<file path="src/rtl/irq_encoder_8to3_pkg.sv">
// Shared constants and FSM state type for the 8-to-3 interrupt request encoder.
package irq_encoder_8to3_pkg;

  localparam int N_REQ  = 8;
  localparam int CODE_W = 3;

  typedef enum logic {
    IDLE    = 1'b0,
    PRESENT = 1'b1
  } state_t;

endpackage

</file>
<file path="src/rtl/irq_select_8.sv">
// Combinational request selector: finds the first set bit of pending when
// searching upward from index start, wrapping 7 -> 0. start = 0 gives
// plain lowest-index priority.
module irq_select_8
  import irq_encoder_8to3_pkg::*;
(
  input  logic [N_REQ-1:0]  pending,
  input  logic [CODE_W-1:0] start,
  output logic [CODE_W-1:0] code,
  output logic              any
);

  logic [CODE_W-1:0] idx;

  // Walk from the farthest candidate to the nearest so the nearest set bit wins.
  always_comb begin
    code = '0;
    any  = 1'b0;
    idx  = '0;
    for (int k = N_REQ - 1; k >= 0; k--) begin
      idx = start + CODE_W'(k);
      if (pending[idx]) begin
        code = idx;
        any  = 1'b1;
      end
    end
  end

endmodule

</file>
<file path="src/rtl/irq_encoder_8to3.sv">
// Captures up to eight interrupt requests into a pending set and presents
// them one at a time as a 3-bit code over a valid/ready handshake.
// EDGE = 1 captures rising edges of req_in, EDGE = 0 captures levels.
// Define IRQ_ENC_ROUND_ROBIN_EN for round-robin selection starting after the
// last transferred index; otherwise the lowest pending index is presented.
module irq_encoder_8to3
  import irq_encoder_8to3_pkg::*;
#(
  parameter int EDGE = 1
) (
  input  logic              clk,
  input  logic              rst_n,
  input  logic [N_REQ-1:0]  req_in,
  output logic [CODE_W-1:0] out_code,
  output logic              out_valid,
  input  logic              out_ready,
  output logic [N_REQ-1:0]  pending,
  output logic              overflow
);

  state_t            state;
  state_t            state_next;
  logic [N_REQ-1:0]  req_q;
  logic [N_REQ-1:0]  capture;
  logic [N_REQ-1:0]  clear_mask;
  logic [N_REQ-1:0]  pending_kept;
  logic              transfer;
  logic [CODE_W-1:0] sel_start;
  logic [CODE_W-1:0] sel_code;
  logic              sel_any;
  logic [CODE_W-1:0] code_next;

  // New requests this cycle: rising edges against the delayed copy, or raw levels.
  always_comb begin
    if (EDGE != 0) begin
      capture = req_in & ~req_q;
    end else begin
      capture = req_in;
    end
  end

  // The accepted bit is removed first; selection looks only at what survives.
  always_comb begin
    transfer     = out_valid & out_ready;
    clear_mask   = transfer ? (N_REQ'(1) << out_code) : '0;
    pending_kept = pending & ~clear_mask;
  end

`ifdef IRQ_ENC_ROUND_ROBIN_EN
  logic [CODE_W-1:0] rr_ptr;

  // On a transfer edge the pointer is effectively the index being accepted.
  always_comb begin
    sel_start = transfer ? (out_code + CODE_W'(1)) : (rr_ptr + CODE_W'(1));
  end

  // Remember the most recently transferred index as the round-robin origin.
  always_ff @(posedge clk or negedge rst_n) begin
    if (!rst_n) begin
      rr_ptr <= CODE_W'(N_REQ - 1);
    end else if (transfer) begin
      rr_ptr <= out_code;
    end
  end
`else
  // Fixed priority always searches from index 0.
  always_comb begin
    sel_start = '0;
  end
`endif

  irq_select_8 u_select (
    .pending (pending_kept),
    .start   (sel_start),
    .code    (sel_code),
    .any     (sel_any)
  );

  // Presentation FSM: load a code when idle, hold under backpressure, reload back-to-back.
  always_comb begin
    state_next = state;
    code_next  = out_code;
    case (state)
      IDLE: begin
        if (sel_any) begin
          state_next = PRESENT;
          code_next  = sel_code;
        end
      end
      PRESENT: begin
        if (transfer) begin
          if (sel_any) begin
            code_next = sel_code;
          end else begin
            state_next = IDLE;
          end
        end
      end
      default: state_next = IDLE;
    endcase
  end

  // Registered state: a capture sets its bit even when the same bit is being cleared.
  always_ff @(posedge clk or negedge rst_n) begin
    if (!rst_n) begin
      state    <= IDLE;
      out_code <= '0;
      pending  <= '0;
      overflow <= 1'b0;
      req_q    <= '0;
    end else begin
      state    <= state_next;
      out_code <= code_next;
      pending  <= pending_kept | capture;
      overflow <= |(capture & pending_kept);
      req_q    <= req_in;
    end
  end

  assign out_valid = (state == PRESENT);

endmodule

</file>
<file path="config.mk">
export PLATFORM = sky130hd
export DESIGN_NAME = irq_encoder_8to3
export DESIGN_NICKNAME = d
export VERILOG_FILES = /design/src/rtl/irq_encoder_8to3_pkg.sv /design/src/rtl/irq_select_8.sv /design/src/rtl/irq_encoder_8to3.sv
export SDC_FILE = /design/constraint.sdc
export NUM_CORES = 1
export LEC_CHECK = 0
export CELL_PAD_IN_SITES_DETAIL_PLACEMENT = 0
export CELL_PAD_IN_SITES_GLOBAL_PLACEMENT = 2
export CORE_MARGIN = 2
export CORE_UTILIZATION = 30
export DETAILED_ROUTE_END_ITERATION = 6
export PLACE_DENSITY_LB_ADDON = 0.2
export SYNTH_ARGS = -nofsm -noshare
export SYNTH_HDL_FRONTEND = slang
export SYNTH_SLANG_ARGS = --single-unit
</file>
<file path="constraint.sdc">
create_clock -name clk -period 2.2 [get_ports clk]
set_input_delay 0.33 -clock clk [delete_from_list [all_inputs] [get_ports clk]]
set_output_delay 0.33 -clock clk [all_outputs]
set_load 0.01 [all_outputs]
</file>
==> metrics.cfg, run 1 <==
[logic_synthesis]
synth_top_family_by_area=simple AND/OR/NAND/NOR gates
yosys_warnings=0
yosys.area_share.xor_xnor_pct=0
synth-seq-cells=21
synth_fp_nets=89
synthCells=78
synth_fa_ha_area_share_pct=0
synth_top_area_cell=dfrtp_1
synth_compound_area_share_pct=17.72
avgSynthCellArea_um2=11.95
yosys.area_share.simple_pct=22.82
syn-cell-area_um2=932.1
ys_types=27
synth_top_area_share_pct=56.38
seq_area_frac_synth_pct=56.38
synth.area.top_cells=dfrtp_1 56%, nand2b_1 7.4%, o21ai_2 5.6%
synthMuxAreaShare_pct=2.282

[setup_path]
cp_num_buf_inv=1
rr_startpoint=out_code[1]
worst-setup-path-type=input port to flop
worstRegToRegCells=4
worstPathMaxFanout=6
critPathArrivalTime_ns=2.07
worstReg2RegEnd=overflow
crit_slowest_cell=clkdlybuf4s50_1
crit_family=simple AND/OR/NAND/NOR gates
max_stage_delay_ns=0.58
crit_chain=clkdlybuf4s50_1, nand3_2, o21ai_1, o22ai_1, or4_1
worstPathRequired_ns=2.38
r2r_setup_slack_ns=0.34
endpoint_kind=flop
crit_path_start_kind=input port

[clock_tree]
post_cts_buffers=0
cts_resized=0
clock_sinks=21
clock_path_buffers=2
clock-root-buffer=clkbuf_4
cts_buffers=3
holdBufCountCts=0
cts_htree_levels=1
worstSkewPairLatency_ns=0.30
cts_tree=built
clk_pin_slew_worst_paths_ns=0.11

[floorplanning]
io_pins=24
row_count=20
die_area_mm2=0.003569
die_w_um=59.74
start_util_pct=31.04
core_mm2=0.003003
die_h_um=59.74

[route]
wl_um=2114
top_layer_used=met4
firstDrtPassIters=3
drc_errors=0
ant_nets=0
vias_per_cell=5.000
drtIter0Drc=24
wl_per_cell_um=14.48
wl_met3_um=60
dr_total_vias=730
wirelength_met1_um=945
wl_met2_um=1073

[timing]
finalSetupViolations=0
max_slew_margin_pct=73.72
rsz0062_at_grt=no
tightest_slew_ns=0.3942
period_needed_ns=1.894
timing_hold_violations_final=0
timing.fmax_mhz=528.1
timing.final.max_slew_violations=0
fin_crit_sh_pct=86.08
fin_worst_skew_ns=0.005066

[power_and_ir_drop]
intPower_uw=780.7
swShare_pct=35.31
clock_power_share_pct=15.3
p_switching_uw=426.0
p_seq_share_pct=45.5
combinationalPowerShare_pct=39.2
peakVddDrop_v=0.0003778
leakagePower_uw=0.0005133
power_density_mw_per_mm2=935.5

[global_route]
grt_pass1_wl_um=3650
grt_pass1_vias=761
antenna_found_initial=0
gr-usage-all-layers_pct=14.22
grt_overflow_total=0
grt_max_degree=22

[final_layout]
drive_gt1_share_pct=21.24
fin_util_pct=42.96
area_delta_synth_final_pct=38.39
fin_cells=146
finalInstanceArea_mm2=0.001290
nets=125
layout_common_cells=23 x clkdlybuf4s50_1, 21 x dfrtp_1, 11 x nand2b_1, 11 x nand2_1, 8 x buf_4
antenna-diode-count=0
layout_commonest_cell=clkdlybuf4s50_1

[worst_hold_path]
min_path_type=input port to asynchronous set/reset pin

[placed_design]
gp_congestion=0.7823
port_buffers=23
dp_cells=142
dp_hpwl_um=1634
placed_cell_area_mm2=0.001264

[status]
status=finished clean

[job]
drv_cap=0

metrics by stage:
step	worst slack (ns)	hold slack, ns	power [uW]	TNS [ns]
floorplan	0.4399	0.03441	766.9	0
global placement	0.01940	0.5043	1038	0
detailed placement	-0.02676	0.5132	1039	-0.03554
CTS	0.3033	0.3782	1231	0
global route	0.1820	0.3728	1301	0
finish	0.3062	0.3764	1207	0
power by group through the flow:
stage / registers (uW) / clock network (uW) / logic, uW
after floorplan: 563 / 0 / 204
after global placement: 562 / 0 / 476
after detailed placement: 560 / 0 / 479
after CTS: 552 / 197 / 481
after global routing: 565 / 211 / 525
final: 549 / 184 / 473
final cells by class:
class,count,area (um^2)
Clock buffer,4,26.28
Fill cell,309,1713
Inverter,2,7.507
Multi-Input combinational cell,55,399.1
Sequential cell,21,525.5
Tap cell,33,41.29
Timing Repair Buffer,31,290.3
sequential cells by signal (all words and copies together), names as in the netlist:
name / flops
pending: 8
req_q: 8
out_code: 3
out_valid: 1
overflow: 1
cells in the mapped netlist, drive strengths merged:
library cell  instances
a31oi                 1
or4                   1
dfrtp                21
mux2i                 1
inv                   2
nor2                  1
a221oi                1
nand3b                1
or2b                  1
or3                   1
nand2                11
nand2b               11
o311ai                1
nand3                 1
o21a                  1
mux2                  1
nor3b                 1
o31ai                 2
o21ai                 7
a21oi                 2
and3b                 1
o211ai                1
o22ai                 4
nand4                 3
how the worst max path moves through the flow:
stage | endpoint | slack [ns] | depth (start not counted) | startpoint
finish | overflow | 0.31 | 5 | out_ready
global placement | out_code[0] | 0.02 | 6 | out_ready
CTS | out_code[0] | 0.30 | 6 | out_ready
detailed placement | out_code[0] | -0.03 | 6 | out_ready
global route | out_code[0] | 0.18 | 5 | out_code[1]
floorplan | out_code[0] | 0.44 | 5 | out_code[2]
logic make-up after synthesis:
| family | count (synthesis) |
|---|---|
| AOI/OAI and AO/OA | 20 |
| buffers and inverters | 2 |
| DFF | 21 |
| muxes | 2 |
| and+or+nand+nor | 33 |
metal layers:
metal	vias to the layer above	GRT usage, %
li1	360	-
met1	351	18.19
met2	15	22.98
met3	4	3.463
met4	0	5.714
met5	-	0
worst reg2reg max path, stage by stage, from the launching register on:
cell      delay, ns
dfrtp_1        0.53
nand2b_1       0.27
o21ai_1        0.27
o22ai_1        0.15
or4_1          0.53
Note: power is estimated with default switching activity, not from simulation.
==> run 2: changes to the inputs <==
Settings changed: ABC_CLOCK_PERIOD_IN_PS from default to 2200.
==> results of run 2 <==
Final layout, timing and power as in run 1 (identical DEF).
==> run 3: changes to the inputs <==
Settings changed: CORE_UTILIZATION 30 to 32, CTS_BUF_LIST from default to sky130_fd_sc_hd__clkbuf_4, SLEW_MARGIN from default to 20.
==> run 3 against run 2 <==
Fmax down 1.4%. Combinational power is 4.2% lower. Critical path depth did not move. Highest routed layer unchanged. Global-route usage rose by 0.24 points. Sequential power about the same. Largest cell class unchanged.
==> metrics.cfg, run 3 (synthesized netlist as in run 1, its figures left out) <==
[status]
status=finished clean

[final_layout]
antenna-diode-count=0  ; unchanged
drive_gt1_share_pct=20.72  ; -0.52 points
layout_common_cells=23 x clkdlybuf4s50_1, 21 x dfrtp_1, 11 x nand2b_1, 11 x nand2_1
layout_commonest_cell=clkdlybuf4s50_1
area_delta_synth_final_pct=36.91
reg_top3=pending (8), req_q (8), out_code (3)
nets=123  ; -1.6%
finalInstanceArea_mm2=0.001276  ; -1.1%
fin_util_pct=46.28  ; +3.3 points

[timing]
fin_setup_tns_ns=0  ; unchanged
timing_hold_violations_final=0  ; unchanged
finalSetupViolations=0  ; unchanged
fin_worst_skew_ns=0.002264  ; -0.002802 ns
period_needed_ns=1.921  ; +0.02721 ns
max_slew_margin_pct=74.08  ; +0.36 points
rsz0062_at_grt=no
timing.final.max_slew_violations=0  ; unchanged
tightest_slew_ns=0.3888  ; -0.005425 ns
timing.fmax_mhz=520.6  ; -1.4%
hold_ws_ns=0.3528  ; -0.02358 ns
fin_crit_sh_pct=87.32  ; +1.2 points

[job]
drv_cap=0  ; unchanged

[setup_path]
r2r_setup_slack_ns=0.36  ; +0.02 ns
rr_startpoint=out_code[1]
crit_chain=clkdlybuf4s50_1, nand3_2, o21ai_2, o22ai_1, or4_1
worstPathRequired_ns=2.38  ; about the same
crit_slowest_cell=clkdlybuf4s50_1
crit_family=simple AND/OR/NAND/NOR gates
critPathArrivalTime_ns=2.10  ; +0.03 ns
max_stage_delay_ns=0.58  ; about the same
worstReg2RegEnd=out_code[0]
cp_num_buf_inv=1  ; unchanged
crit_path_start_kind=input port
worst-setup-path-type=input port to flop
worstPathMaxFanout=6  ; unchanged
worstRegToRegCells=5  ; +1
endpoint_kind=flop

[clock_tree]
cts_htree_levels=1  ; unchanged
clock_path_buffers=2  ; unchanged
cts_resized=0  ; unchanged
clk_pin_slew_worst_paths_ns=0.11  ; about the same
worstSkewPairLatency_ns=0.30  ; about the same
holdBufCountCts=0  ; unchanged
clock_sinks=21  ; unchanged
post_cts_buffers=0  ; unchanged
clock-root-buffer=clkbuf_4
cts_tree=built
cts_buffers=3  ; unchanged

[route]
dr_total_vias=719  ; -1.5%
drc_errors=0  ; unchanged
drtIter0Drc=3  ; -88%
ant_nets=0  ; unchanged
firstDrtPassIters=3  ; unchanged
wl_per_cell_um=14.18  ; -2.1%
wl_um=2013  ; -4.8%
vias_per_cell=5.063  ; +1.3%

[worst_hold_path]
min_path_type=input port to asynchronous set/reset pin

[global_route]
gr-usage-met3_pct=5.580  ; +2.1 points
grt_pass1_vias=745  ; -2.1%
antenna_found_initial=0  ; unchanged
global_route.usage.met1_pct=19.52  ; +1.3 points
grt_max_degree=22  ; unchanged
use_met2_pct=21.27  ; -1.7 points
gr-usage-all-layers_pct=14.46  ; +0.24 points
top_usage_layer=met2
grt_pass1_wl_um=3615  ; -0.96%
grt_overflow_total=0  ; unchanged

[placed_design]
gp_congestion=0.9062  ; +16%
placed_cell_area_mm2=0.001246  ; -1.4%
port_buffers=23  ; unchanged
dp_hpwl_um=1538  ; -5.9%

[floorplanning]
die_w_um=57.97  ; -3.0%
io_pins=24  ; unchanged
die_area_mm2=0.003361  ; -5.8%
core_mm2=0.002758  ; -8.2%
row_count=19  ; -5.0%
start_util_pct=33.80  ; +2.8 points
die_h_um=57.97  ; -3.0%

[power_and_ir_drop]
peakVddDrop_v=0.0005542  ; +47%
fin_total_pwr_uw=1196  ; -0.91%
leakagePower_uw=0.0005069  ; -1.3%
power_density_mw_per_mm2=936.9  ; +0.16%

[run 3: worst max-delay path by stage]
stage	startpoint	to	slack, ns	depth (start not counted)
after global placement	out_ready	overflow	-0.02	5
after global routing	out_ready	out_code[0]	0.22	6
final	out_ready	overflow	0.28	5
after CTS	out_ready	overflow	0.29	5
after detailed placement	out_ready	overflow	-0.04	5
after floorplan	out_code[2]	out_code[0]	0.44	5
[run 3: area by class of cell]
cell class,instances,area (um^2)
Clock buffer,4,30.03
Timing Repair Buffer,29,275.3
Fill cell,282,1481
Multi-Input combinational cell,55,399.1
Sequential cell,21,525.5
Tap cell,31,38.79
Inverter,2,7.507
[run 3: report_power, final]
group	leakage (uW)	total, uW	switching [uW]	internal, uW
Combinational	0.000261	453	215	239
Sequential	0.000227	547	93.2	453
Clock	0.0000184	196	113	83.1
[run 3: per-stage QoR]
| stage | cells | setup slack, ns |
|---|---|---|
| floorplan | 78 | 0.4399 |
| global route | 142 | 0.2152 |
| global placement | 138 | -0.01870 |
| CTS | 142 | 0.2947 |
| detailed placement | 138 | -0.04126 |
| finish | 142 | 0.2790 |
[run 3: layer usage]
| metal | vias up | part of all wire (%) |
|---|---|---|
| met4 | 0 | 2.0 |
| met2 | 19 | 47 |
| met3 | 4 | 5.2 |
| met1 | 344 | 46 |
| met5 | - | 0 |
| li1 | 352 | - |
